<file path="src/rtl/io_unit.sv">
`default_nettype none
// =============================================================================
// io_unit: DSKY UART bridge - 8N1 receiver feeding a <VVNN command parser,
// CPU-visible register file, and a 7-byte DISPLAY transmitter.
// Revision: 1.0
// =============================================================================
module io_unit #(
   parameter int CLKS_PER_BIT = 43
) (
   input  logic        clock,
   input  logic        reset,
   input  logic        rx,
   output logic        tx,
   input  logic [4:0]  IO_read_sel,
   output logic [14:0] IO_read_data,
   input  logic [4:0]  IO_write_sel,
   input  logic [14:0] IO_write_data,
   input  logic        IO_write_en
);
   localparam int              CW       = $clog2(CLKS_PER_BIT + 1);
   localparam logic [CW-1:0]   BIT_END  = CW'(CLKS_PER_BIT - 1);
   localparam logic [CW-1:0]   HALF_END = CW'(CLKS_PER_BIT / 2 - 1);

   localparam logic [1:0] U_IDLE = 2'd0, U_START = 2'd1, U_DATA = 2'd2, U_STOP = 2'd3;
   localparam logic [2:0] P_IDLE = 3'd0, P_VERB_HI = 3'd1, P_VERB_LO = 3'd2,
                          P_NOUN_HI = 3'd3, P_NOUN_LO = 3'd4;

   // ---------------- receiver ----------------
   logic          rx_meta, rx_sync, rx_prev;
   logic [1:0]    rx_state, rx_next;
   logic [CW-1:0] rx_cnt;
   logic [2:0]    rx_bit;
   logic [7:0]    rx_shift;
   logic          rx_valid;

   always_ff @(posedge clock) begin
      if (reset) begin
         rx_meta  <= 1'b1;
         rx_sync  <= 1'b1;
         rx_prev  <= 1'b1;
         rx_state <= U_IDLE;
      end else begin
         rx_meta  <= rx;
         rx_sync  <= rx_meta;
         rx_prev  <= rx_sync;
         rx_state <= rx_next;
      end
   end

   always_comb begin
      rx_next = rx_state;
      case (rx_state)
         U_IDLE:  if (rx_prev && !rx_sync) rx_next = U_START;
         U_START: if (rx_cnt == HALF_END) rx_next = rx_sync ? U_IDLE : U_DATA;
         U_DATA:  if (rx_cnt == BIT_END && rx_bit == 3'd7) rx_next = U_STOP;
         default: if (rx_cnt == BIT_END) rx_next = U_IDLE;
      endcase
   end

   always_ff @(posedge clock) begin
      if (reset) begin
         rx_cnt   <= '0;
         rx_bit   <= 3'd0;
         rx_shift <= 8'd0;
      end else begin
         if (rx_state == U_IDLE || rx_cnt == BIT_END ||
             (rx_state == U_START && rx_cnt == HALF_END))
            rx_cnt <= '0;
         else
            rx_cnt <= rx_cnt + 1'b1;
         if (rx_state == U_IDLE)
            rx_bit <= 3'd0;
         else if (rx_state == U_DATA && rx_cnt == BIT_END) begin
            rx_shift <= {rx_sync, rx_shift[7:1]};
            rx_bit   <= rx_bit + 3'd1;
         end
      end
   end

   // A low stop bit never raises rx_valid, so framing errors are silently dropped.
   always_comb rx_valid = (rx_state == U_STOP) && (rx_cnt == BIT_END) && rx_sync;

   // ---------------- command parser ----------------
   logic [2:0]  p_state, p_next;
   logic        is_open, is_digit, cmd_done;
   logic [2:0]  v_hi, v_lo, n_hi;
   logic [14:0] verb, noun;
   logic        new_cmd;

   always_comb begin
      is_open  = (rx_shift == 8'h3C);
      is_digit = (rx_shift[7:3] == 5'b00110);
   end

   always_ff @(posedge clock) begin
      if (reset) p_state <= P_IDLE;
      else       p_state <= p_next;
   end

   always_comb begin
      p_next = p_state;
      if (rx_valid) begin
         if (is_open)
            p_next = P_VERB_HI;
         else if (!is_digit || p_state == P_NOUN_LO)
            p_next = P_IDLE;
         else if (p_state != P_IDLE)
            p_next = p_state + 3'd1;
      end
   end

   always_comb cmd_done = rx_valid && !is_open && is_digit && (p_state == P_NOUN_LO);

   // ---------------- transmitter ----------------
   logic [1:0]    tx_state, tx_next;
   logic [CW-1:0] tx_cnt;
   logic [2:0]    tx_bit, tx_idx;
   logic [14:0]   tx_word;
   logic [7:0]    tx_byte;
   logic          tx_accept, tx_busy;

   always_comb tx_accept = IO_write_en && (IO_write_sel == 5'd8) && (tx_state == U_IDLE);

   always_ff @(posedge clock) begin
      if (reset) tx_state <= U_IDLE;
      else       tx_state <= tx_next;
   end

   always_comb begin
      tx_next = tx_state;
      case (tx_state)
         U_IDLE:  if (tx_accept) tx_next = U_START;
         U_START: if (tx_cnt == BIT_END) tx_next = U_DATA;
         U_DATA:  if (tx_cnt == BIT_END && tx_bit == 3'd7) tx_next = U_STOP;
         default: if (tx_cnt == BIT_END) tx_next = (tx_idx == 3'd6) ? U_IDLE : U_START;
      endcase
   end

   always_ff @(posedge clock) begin
      if (reset) begin
         tx_cnt  <= '0;
         tx_bit  <= 3'd0;
         tx_idx  <= 3'd0;
         tx_word <= 15'd0;
      end else begin
         if (tx_state == U_IDLE || tx_cnt == BIT_END) tx_cnt <= '0;
         else                                         tx_cnt <= tx_cnt + 1'b1;
         if (tx_accept) begin
            tx_word <= IO_write_data;
            tx_idx  <= 3'd0;
            tx_bit  <= 3'd0;
         end else if (tx_cnt == BIT_END) begin
            if (tx_state == U_DATA) tx_bit <= tx_bit + 3'd1;
            if (tx_state == U_STOP) tx_idx <= tx_idx + 3'd1;
         end
      end
   end

   always_comb begin
      case (tx_idx)
         3'd0:    tx_byte = 8'h3C;
         3'd1:    tx_byte = {5'b00110, tx_word[14:12]};
         3'd2:    tx_byte = {5'b00110, tx_word[11:9]};
         3'd3:    tx_byte = {5'b00110, tx_word[8:6]};
         3'd4:    tx_byte = {5'b00110, tx_word[5:3]};
         3'd5:    tx_byte = {5'b00110, tx_word[2:0]};
         default: tx_byte = 8'h3E;
      endcase
   end

   always_comb begin
      tx_busy = (tx_state != U_IDLE);
      case (tx_state)
         U_START: tx = 1'b0;
         U_DATA:  tx = tx_byte[tx_bit];
         default: tx = 1'b1;
      endcase
   end

   // ---------------- CPU register file ----------------
   logic [14:0] g_reg, ra_reg, rb_reg, atx_reg;

   always_ff @(posedge clock) begin
      if (reset) begin
         v_hi <= 3'd0;  v_lo <= 3'd0;  n_hi <= 3'd0;
         verb <= 15'd0; noun <= 15'd0; new_cmd <= 1'b0;
         g_reg <= 15'd0; ra_reg <= 15'd0; rb_reg <= 15'd0; atx_reg <= 15'd0;
      end else begin
         if (rx_valid && is_digit) begin
            if (p_state == P_VERB_HI) v_hi <= rx_shift[2:0];
            if (p_state == P_VERB_LO) v_lo <= rx_shift[2:0];
            if (p_state == P_NOUN_HI) n_hi <= rx_shift[2:0];
         end
         if (cmd_done) begin
            verb <= {9'd0, v_hi, v_lo};
            noun <= {9'd0, n_hi, rx_shift[2:0]};
         end
         // A completing command beats a simultaneous STATUS clear.
         if (cmd_done)                                      new_cmd <= 1'b1;
         else if (IO_write_en && IO_write_sel == 5'd2)      new_cmd <= 1'b0;
         if (IO_write_en) begin
            case (IO_write_sel)
               5'd3:    g_reg   <= IO_write_data;
               5'd4:    ra_reg  <= IO_write_data;
               5'd5:    rb_reg  <= IO_write_data;
               5'd6:    atx_reg <= IO_write_data;
               default: ;
            endcase
         end
      end
   end

   always_comb begin
      case (IO_read_sel)
         5'd0:    IO_read_data = verb;
         5'd1:    IO_read_data = noun;
         5'd2:    IO_read_data = {13'd0, tx_busy, new_cmd};
         5'd3:    IO_read_data = g_reg;
         5'd4:    IO_read_data = ra_reg;
         5'd5:    IO_read_data = rb_reg;
         5'd6:    IO_read_data = atx_reg;
         default: IO_read_data = 15'd0;
      endcase
   end
endmodule
`default_nettype wire

</file>
<file path="config.mk">
export PLATFORM = sky130hd
export DESIGN_NAME = io_unit
export DESIGN_NICKNAME = d
export VERILOG_FILES = /design/src/rtl/io_unit.sv
export SDC_FILE = /design/constraint.sdc
export NUM_CORES = 1
export LEC_CHECK = 0
export ABC_AREA = 1
export BUFFER_PORTS_ARGS = -buffer_cell sky130_fd_sc_hd__clkbuf_2
export CORE_MARGIN = 2
export CORE_UTILIZATION = 40
export DETAILED_ROUTE_END_ITERATION = 6
export HOLD_SLACK_MARGIN = 0.03
export MAX_ROUTING_LAYER = met4
export SYNTH_ARGS = -nofsm -noshare
export SYNTH_HDL_FRONTEND = slang
export SYNTH_SLANG_ARGS = --single-unit
</file>
<file path="constraint.sdc">
create_clock -name clock -period 2.1 [get_ports clock]
set_input_delay 0.315 -clock clock [delete_from_list [all_inputs] [get_ports clock]]
set_output_delay 0.315 -clock clock [all_outputs]
set_load 0.05 [all_outputs]
</file>
After elaboration in Yosys (flattened, before gate mapping)
Cells that the tools add are included.
{"block": "op_classes", "n_addsub": 6, "n_bitwise": 1, "eq_ne": 41, "reduce_logical": 48, "order_cmp": 1, "muxes": 22}
{"cell": "$pmux 15 s7", "n": 1}
{"cell": "$eq 5x3->1 const B", "n": 7}
{"cell": "$pmux 4 s6", "n": 1}
{"cell": "$reduce_and 2->1", "n": 11}
{"cell": "$eq 5x2->1 const B", "n": 4}
{"cell": "$eq 3x3->1 const B", "n": 6}
{"cell": "$mux 2", "n": 9}
{"cell": "$logic_and 1x1->1", "n": 14}
{"cell": "$add 3x1->3 const B", "n": 4}
{"cell": "$add 6x1->6 const B", "n": 2}
{"cell": "$eq 3x2->1 const B", "n": 4}
{"cell": "$eq 6x6->1 const B", "n": 2}
{"cell": "$pmux 2 s3", "n": 2}
{"cell": "$ne 2x2->1 const B", "n": 5}
{"cell": "$mux 3", "n": 3}
{"cell": "$reduce_bool 3->1", "n": 3}
{"cell": "$eq 2x2->1 const B", "n": 4}
{"cell": "$eq 8x6->1 const B", "n": 1}
{"cell": "$reduce_and 4->1", "n": 2}
{"cell": "$reduce_or 2->1", "n": 4}
{"cell": "$eq 3x1->1 const B", "n": 2}
{"cell": "$eq 6x5->1 const B", "n": 1}
{"cell": "$eq 5x1->1 const B", "n": 1}
{"cell": "$eq 5x4->1 const B", "n": 1}
{"cell": "14 further kinds", "n": 25}
{"block": "totals", "inputBits": 29, "reg_bits": 136, "out_inout_bits": 16}

Depth between registers and ports, before layout
Gate-level depths: netlist of run 1.
{"block": "depth", "depth_word": 7, "depth_mapped": 13, "ltp_nobuf": 12}

Least setup slack after synthesis of run 1
No wires, ideal clock.
{"block": "synth_timing", "path_kind": "input port to output port", "startpoint": "input IO_read_sel[3]", "endpoint": "output IO_read_data[3]", "n_path_buf": 0, "cell_stages": 3, "t_required_ns": 1.785, "t_arrival_ns": 2.055, "path_slack_ns": -0.270, "path_cell_list": "nor3_1 -> nand3_1 -> o21ai_0"}
{"block": "synth_via", "elab_chain_cells": 2, "elab_cells_between_ends": 8, "classes_between": "eq/ne (6); mux (1); reduce/logical (1)"}
{"element": "start, declared", "line_no": "14", "rtl": "input logic [4:0] IO_read_sel,"}
{"element": "$eq 5x3->1 (tied with other cells)", "line_no": "214", "rtl": "case (IO_read_sel)"}
{"element": "$pmux 15 s7 *", "line_no": "214"}
{"element": "end, declared", "line_no": "15", "rtl": "output logic [14:0] IO_read_data,"}
Mark *: on every way between the ends. The rest lies on a longest branch, timed or not.

Worst setup path after layout of run 1
{"block": "layout_timing", "startpoint": "register tx_idx[0]", "endpoint": "output tx"}
{"block": "layout_via", "elab_chain_cells": 5, "elab_cells_between_ends": 10, "classes_between": "eq/ne (5); mux (4); reduce/logical (1)"}
{"element": "start, declared", "line_no": "117", "rtl": "logic [2:0] tx_bit, tx_idx;"}
{"element": "start signal, assigned", "line_no": "154", "rtl": "if (tx_state == U_STOP) tx_idx <= tx_idx + 3'd1;"}
{"element": "$eq 3x3->1 (tied with other cells)", "line_no": "160", "rtl": "case (tx_idx)"}
{"element": "$pmux 4 s6 *", "line_no": "160"}
{"element": "$bmux 1 s3 *", "line_no": "175", "rtl": "U_DATA: tx = tx_byte[tx_bit];"}
{"element": "$mux 1 (implied by the code) *", "line_no": "175"}
{"element": "$pmux 1 s2 *", "line_no": "173", "rtl": "case (tx_state)"}
{"element": "end, declared", "line_no": "13", "rtl": "output logic tx,"}
Mark *: on every way between the ends. The rest lies on a longest branch, timed or not. The select of a mux whose other input is x is not followed.

==> results.ini, run 1 <==
[run_status]
status = complete, but fails checks
violations = setup timing

[setup_path]
cp-end-kind = output port
critPathMaxFanout = 4
cp.required_ns = 1.78
arrival_ns = 1.94
path_class = flip-flop to output port
cp-start-kind = flip-flop

[yosys]
yosysTopAreaCellShare_pct = 43.7
synth_warnings = 0
synth.avg_cell_area_sq_um = 7.31
yosysTopAreaCell = dfxtp_1
yosys-top-cells-area = dfxtp_1 (44%), nor2_1 (8.4%), nand2_1 (8.2%), o21ai_0 (7.3%), a21oi_1 (5.9%)
yosys.cell_count.top_type = nor2_1
netlist_instances = 853
synth_seq_area_share_pct = 43.7
ys_async_sr_fraction_pct = 0
synth.net_count = 910
yosys-top-cells-count = nor2_1 (139), nand2_1 (137), dfxtp_1 (136), o21ai_0 (91), inv_1 (78)
synth_edf_count = 0
synth-main-ff-cell = dfxtp_1
synth_cell_type_count = 35
synth_seq_cells = 136
netlist_area_sq_um = 6240

[global_routing]
antenna_found_initial = 0
overflow = 0
first_global_vias = 4947
grt.total_usage_pct = 19.4
grt_first_pass_wirelength_um = 24400
grt_max_degree = 37

[power_and_ir_drop]
power_uw = 6240
vdd_ir_drop_max_v = 0.000583
p_leak_uw = 0.00301
power.density_nw_per_um2 = 803

[placed_design]
place.gp.congestion = 0.833
io_buffers = 44
dp_hpwl_um = 10500
dp.cells = 1082

[sta]
maxSlewHeadroom_pct = 60.0
rsz0062_at_grt = true
worstMarginPinSlew_ns = 0.600
hold_viol = 0
setup_slack_ns = -0.150
setup_viol = 1
worst_clock_skew_ns = 0.00528
fmax_mhz = 444
period_needed_ns = 2.25
period_share_pct = 107
slew_violations = 0

[finish]
drive_gt1_share_pct = 15.9
fin_cells = 1119
areaGrowthSynthToFinish_pct = 24.5
final_net_count = 975
num_antenna_cells = 0
fill_cells = 1480

[job]
cap_violations = 0

[detailed_routing]
num_vias = 5515
first_iter_violations = 334
avgViaCountPerCell = 4.93
antenna_left = 0
wirelength_um = 15100
route.detailed.drc = 0
drtPass1Iterations = 4
wl_per_cell_um = 13.5

[floorplanning]
die_h_um = 129
io_pins = 45
dieArea_sq_um = 16600
rows = 45
core_area_sq_um = 15200
initial_core_util_pct = 41.0
fp.dieW_um = 129

[clocking]
clkTransAtPathRegs_ns = 0.06
numCtsBuffers = 17
cts_root_buffer = clkbuf_16
cts_max_level = 4
clkLatencyLatePin_ns = 0.43
clock-sinks = 136
max-clock-path-buffers = 2
cts_tree = built

[worst_hold_path]
hp-class = input pin to flip-flop

logic make-up (layout without fill, tap and decap cells):
family	Yosys count	count (layout)	synth area share, %
buffers and inverters	121	199	7.84
adder cells (fa/ha/maj)	28	28	5.62
AO/OA/AOI/OAI	183	183	15.7
flip-flops	136	136	43.7
XOR/XNOR	2	2	0.281
AND/OR/NAND/NOR	383	383	26.9
worst max-delay path, stage by stage, from the launching register on:
cell and delay, ns:
dfxtp_4 0.37, ha_4 0.17, ha_4 0.16, nand3b_1 0.16, nand2_1 0.07, nor2_1 0.04
nor2_1 0.11, nor2_2 0.05, nor2_1 0.09, nand2_1 0.07, nand2_2 0.07, buf_8 0.14
metal layers:
layer	vias up	global-route usage (%)	routed length, um
met5	-	-	0
met4	0	7.03	244
met3	20	4.57	573
met2	90	29.8	7060
met1	2464	24.9	7220
li1	2941	-	-
area by class of cell:
type                    instances  area [sq um]  share of cell area, %
multi-input cells             596          3100                   40.0
flip-flops and latches        136          2740                   35.2
repair buffers                 80           748                   9.64
clock buffers                  25           526                   6.77
inverters                      87           329                   4.24
well taps                     188           235                   3.03
clock inverters                 7          87.6                   1.13
layout by cell type, fill, tap and decap left out, types with 3 or more instances in the layout:
cell,n
clkbuf_16,17
o21ai_0,90
inv_2,8
nor2_2,3
clkbuf_8,7
or2_2,5
buf_12,17
nand2_1,136
nor3_1,5
o2111ai_1,11
dfxtp_1,132
ha_1,22
nand4_1,26
clkinv_2,4
clkbuf_2,29
ha_4,6
nand3_1,57
a21oi_1,73
buf_4,33
clkinv_1,4
nor2_1,138
dfxtp_4,3
inv_1,74
repair_timing:
action | in CTS | in global routing
pin swaps | 2 | 3
hold buffers | 0 | 0
setup endpoints to repair | 2 | 2
resized for setup | 18 | 11
buffers inserted | 2 | 3
hold endpoints to repair | 0 | 0
gates cloned | 0 | 0
stage by stage:
step / setup WS (ns) / TNS, ns / util [%] / hold slack, ns / area [sq um]
6_report: -0.150 / -0.150 / 51.1 / 0.0666 / 7760
5_1_grt: -0.293 / -0.293 / 51.1 / 0.0662 / 7760
4_1_cts: -0.156 / -0.156 / 50.7 / 0.0521 / 7700
3_5_place_dp: 0.133 / 0 / 46.1 / 0.398 / 7010
3_3_place_gp: 0.171 / 0 / 46.1 / 0.393 / 7010
2_1_floorplan: -0.0231 / -0.240 / - / 0.389 / 6240
power breakdown:
part	switching (uW)	internal, uW
sequential	41.6	2630
clock	1090	1960
combinational	316	197
total	1450	4790
final timing paths:
kind | startpoint | to | slack (ns) | cells after the start
setup / recovery | tx_idx[0] | tx | -0.15 | 11
hold reg to reg | rx_meta | rx_sync | 0.41 | 1
hold / removal | rx | rx_meta | 0.07 | 2
setup reg to reg | rx_cnt[0] | verb[0] | 0.41 | 10
No activity file was read; power rests on OpenSTA's default activity.
==> run 2, diff against run 1 <==
--- a/config.mk
+++ b/config.mk
@@ -12,6 +12,7 @@
 export DETAILED_ROUTE_END_ITERATION = 6
 export HOLD_SLACK_MARGIN = 0.03
 export MAX_ROUTING_LAYER = met4
+export RECOVER_POWER = 50
 export SYNTH_ARGS = -nofsm -noshare
 export SYNTH_HDL_FRONTEND = slang
 export SYNTH_SLANG_ARGS = --single-unit
==> results.ini, run 2 (synthesis results as in run 1) <==
[detailed_routing]
num_vias = 5492  ; was 5515
avgViaCountPerCell = 4.91  ; was 4.93
wirelength_um = 15000  ; was 15100 um
drtPass1Iterations = 5  ; was 4
route.detailed.drc = 0  ; unchanged
wl_per_cell_um = 13.4  ; was 13.5 um
first_iter_violations = 360  ; was 334
antenna_left = 0  ; unchanged

[placed_design]
dp_hpwl_um = 10500  ; unchanged
io_buffers = 44  ; unchanged
dp.cells = 1082  ; unchanged
place.gp.congestion = 0.833  ; unchanged

[job]
cap_violations = 1  ; was 0

[power_and_ir_drop]
p_sw_uw = 1440  ; was 1450 uW
vdd_ir_drop_max_v = 0.000574  ; was 0.000583 V
p_seq_share_pct = 42.9  ; was 42.8%
swShare_pct = 23.2  ; about the same
p_comb_share_pct = 8.1  ; was 8.2%
power.density_nw_per_um2 = 806  ; was 803 nW/um^2
p_int_uw = 4780  ; was 4790 uW
p_leak_uw = 0.00299  ; was 0.00301 uW
clockPowerShare_pct = 49.0  ; was 48.9%

[global_routing]
grt_max_degree = 37  ; unchanged
grt.total_usage_pct = 19.4  ; unchanged
overflow = 0  ; unchanged
first_global_vias = 4947  ; unchanged
antenna_found_initial = 0  ; unchanged
grt_first_pass_wirelength_um = 24400  ; unchanged

[floorplanning]
io_pins = 45  ; unchanged
rows = 45  ; unchanged
fp.dieW_um = 129  ; unchanged
initial_core_util_pct = 41.0  ; unchanged
die_h_um = 129  ; unchanged
core_area_sq_um = 15200  ; unchanged
dieArea_sq_um = 16600  ; unchanged

[sta]
fmax_mhz = 445  ; was 444 MHz
hold_viol = 0  ; unchanged
setup_slack_ns = -0.147  ; was -0.150 ns
period_needed_ns = 2.25  ; about the same
period_share_pct = 107  ; about the same
slew_violations = 36  ; was 0
worstMarginPinSlew_ns = 1.59  ; was 0.600 ns
setup_viol = 1  ; unchanged
rsz0062_at_grt = true  ; unchanged
worst_clock_skew_ns = 0.00781  ; was 0.00528 ns
maxSlewHeadroom_pct = -5.92  ; was 60.0%

[clocking]
cts_root_buffer = clkbuf_16  ; unchanged
cts_tree = built  ; unchanged
clock-sinks = 136  ; unchanged
max-clock-path-buffers = 2  ; unchanged
cts_max_level = 4  ; unchanged
numCtsBuffers = 17  ; unchanged
clkTransAtPathRegs_ns = 0.06  ; about the same
clkLatencyLatePin_ns = 0.42  ; was 0.43 ns

[setup_path]
rr_worst_depth = 6  ; was 10
cp-end-kind = output port  ; unchanged
critPathMaxFanout = 4  ; unchanged
arrival_ns = 1.93  ; was 1.94 ns
cp.required_ns = 1.78  ; about the same
path_class = flip-flop to output port  ; unchanged
cp-start-kind = flip-flop  ; unchanged

[finish]
fill_cells = 1490  ; was 1480
regArea_sq_um = 2730  ; was 2740 sq um
fin_cells = 1119  ; unchanged
layout_common_cells = nor2_1 (139), nand2_1 (136), dfxtp_1 (133)  ; was nor2_1 (138), nand2_1 (136), dfxtp_1 (132)
drive_gt1_share_pct = 14.8  ; was 15.9%
multi_input_area_sq_um = 3090  ; was 3100 sq um
fin_util_pct = 50.8  ; was 51.1%
mostFrequentLayoutCell = nor2_1  ; unchanged
num_antenna_cells = 0  ; unchanged
areaGrowthSynthToFinish_pct = 23.8  ; was 24.5%
final_net_count = 975  ; unchanged

[worst_hold_path]
hold_depth = 2  ; unchanged
hp-class = input pin to flip-flop  ; unchanged

[run_status]
status = complete, but fails checks  ; unchanged
violations = capacitance limit, slew limit, setup timing  ; was setup timing

-- run 2: area by class of cell --
type,count,area share [%]
tap,188,3.05
timing repair buffer,80,9.32
clock inverter,7,1.13
clock buffer,25,6.80
sequential,136,35.4
inverter,87,4.26
multi-input combinational,596,40.0
-- run 2: worst paths after layout --
check / from / end / slack, ns
max: tx_idx[0] / tx / -0.15
max reg2reg: tx_state[0] / tx_idx[1] / 0.30
min: rx / rx_meta / 0.07
min reg2reg: rx_meta / rx_sync / 0.41
-- run 2: what timing repair did --
action | 4_1_cts | 5_1_grt
hold buffers | 0 | 0
gates resized for setup | 18 | 11
pin swaps | 2 | 3
buffers inserted | 2 | 3
endpoints found under the setup margin | 2 | 2
-- run 2: power groups by stage --
stage / Clock (uW) / Sequential (uW) / Combinational [uW]
2_1_floorplan: 0 / 2710 / 305
3_3_place_gp: 0 / 2720 / 454
3_5_place_dp: 0 / 2720 / 456
4_1_cts: 3110 / 2670 / 487
5_1_grt: 3230 / 2680 / 573
6_report: 3050 / 2670 / 503
-- run 2: metal layers --
metal,vias to the layer above,GRT usage (%),share of wire (%)
li1,2944,-,-
met1,2467,24.9,48
met2,69,29.8,47
met3,12,4.57,3.4
met4,0,7.03,1.1
met5,-,-,0
-- run 2: critical path, stage by stage (launching register included) --
cell	delay (ns)
dfxtp_4	0.37
ha_4	0.17
ha_4	0.16
nand2_1	0.06
nand3_1	0.09
o21bai_1	0.14
nand2_1	0.07
nor2_2	0.12
nor2_1	0.05
nand2_1	0.07
nand2_2	0.06
buf_8	0.14
-- run 2: stage by stage --
stage               instance area, sq um  TNS [ns]  setup slack (ns)  hold WS [ns]  total power [uW]
global route                        7720    -0.400            -0.293        0.0662              6480
detailed placement                  7010         0             0.133         0.398              3180
finish                              7720    -0.147            -0.147        0.0696              6220
CTS                                 7700    -0.156            -0.156        0.0521              6270
global placement                    7010         0             0.171         0.393              3180
floorplan                           6240    -0.240           -0.0231         0.389              3020
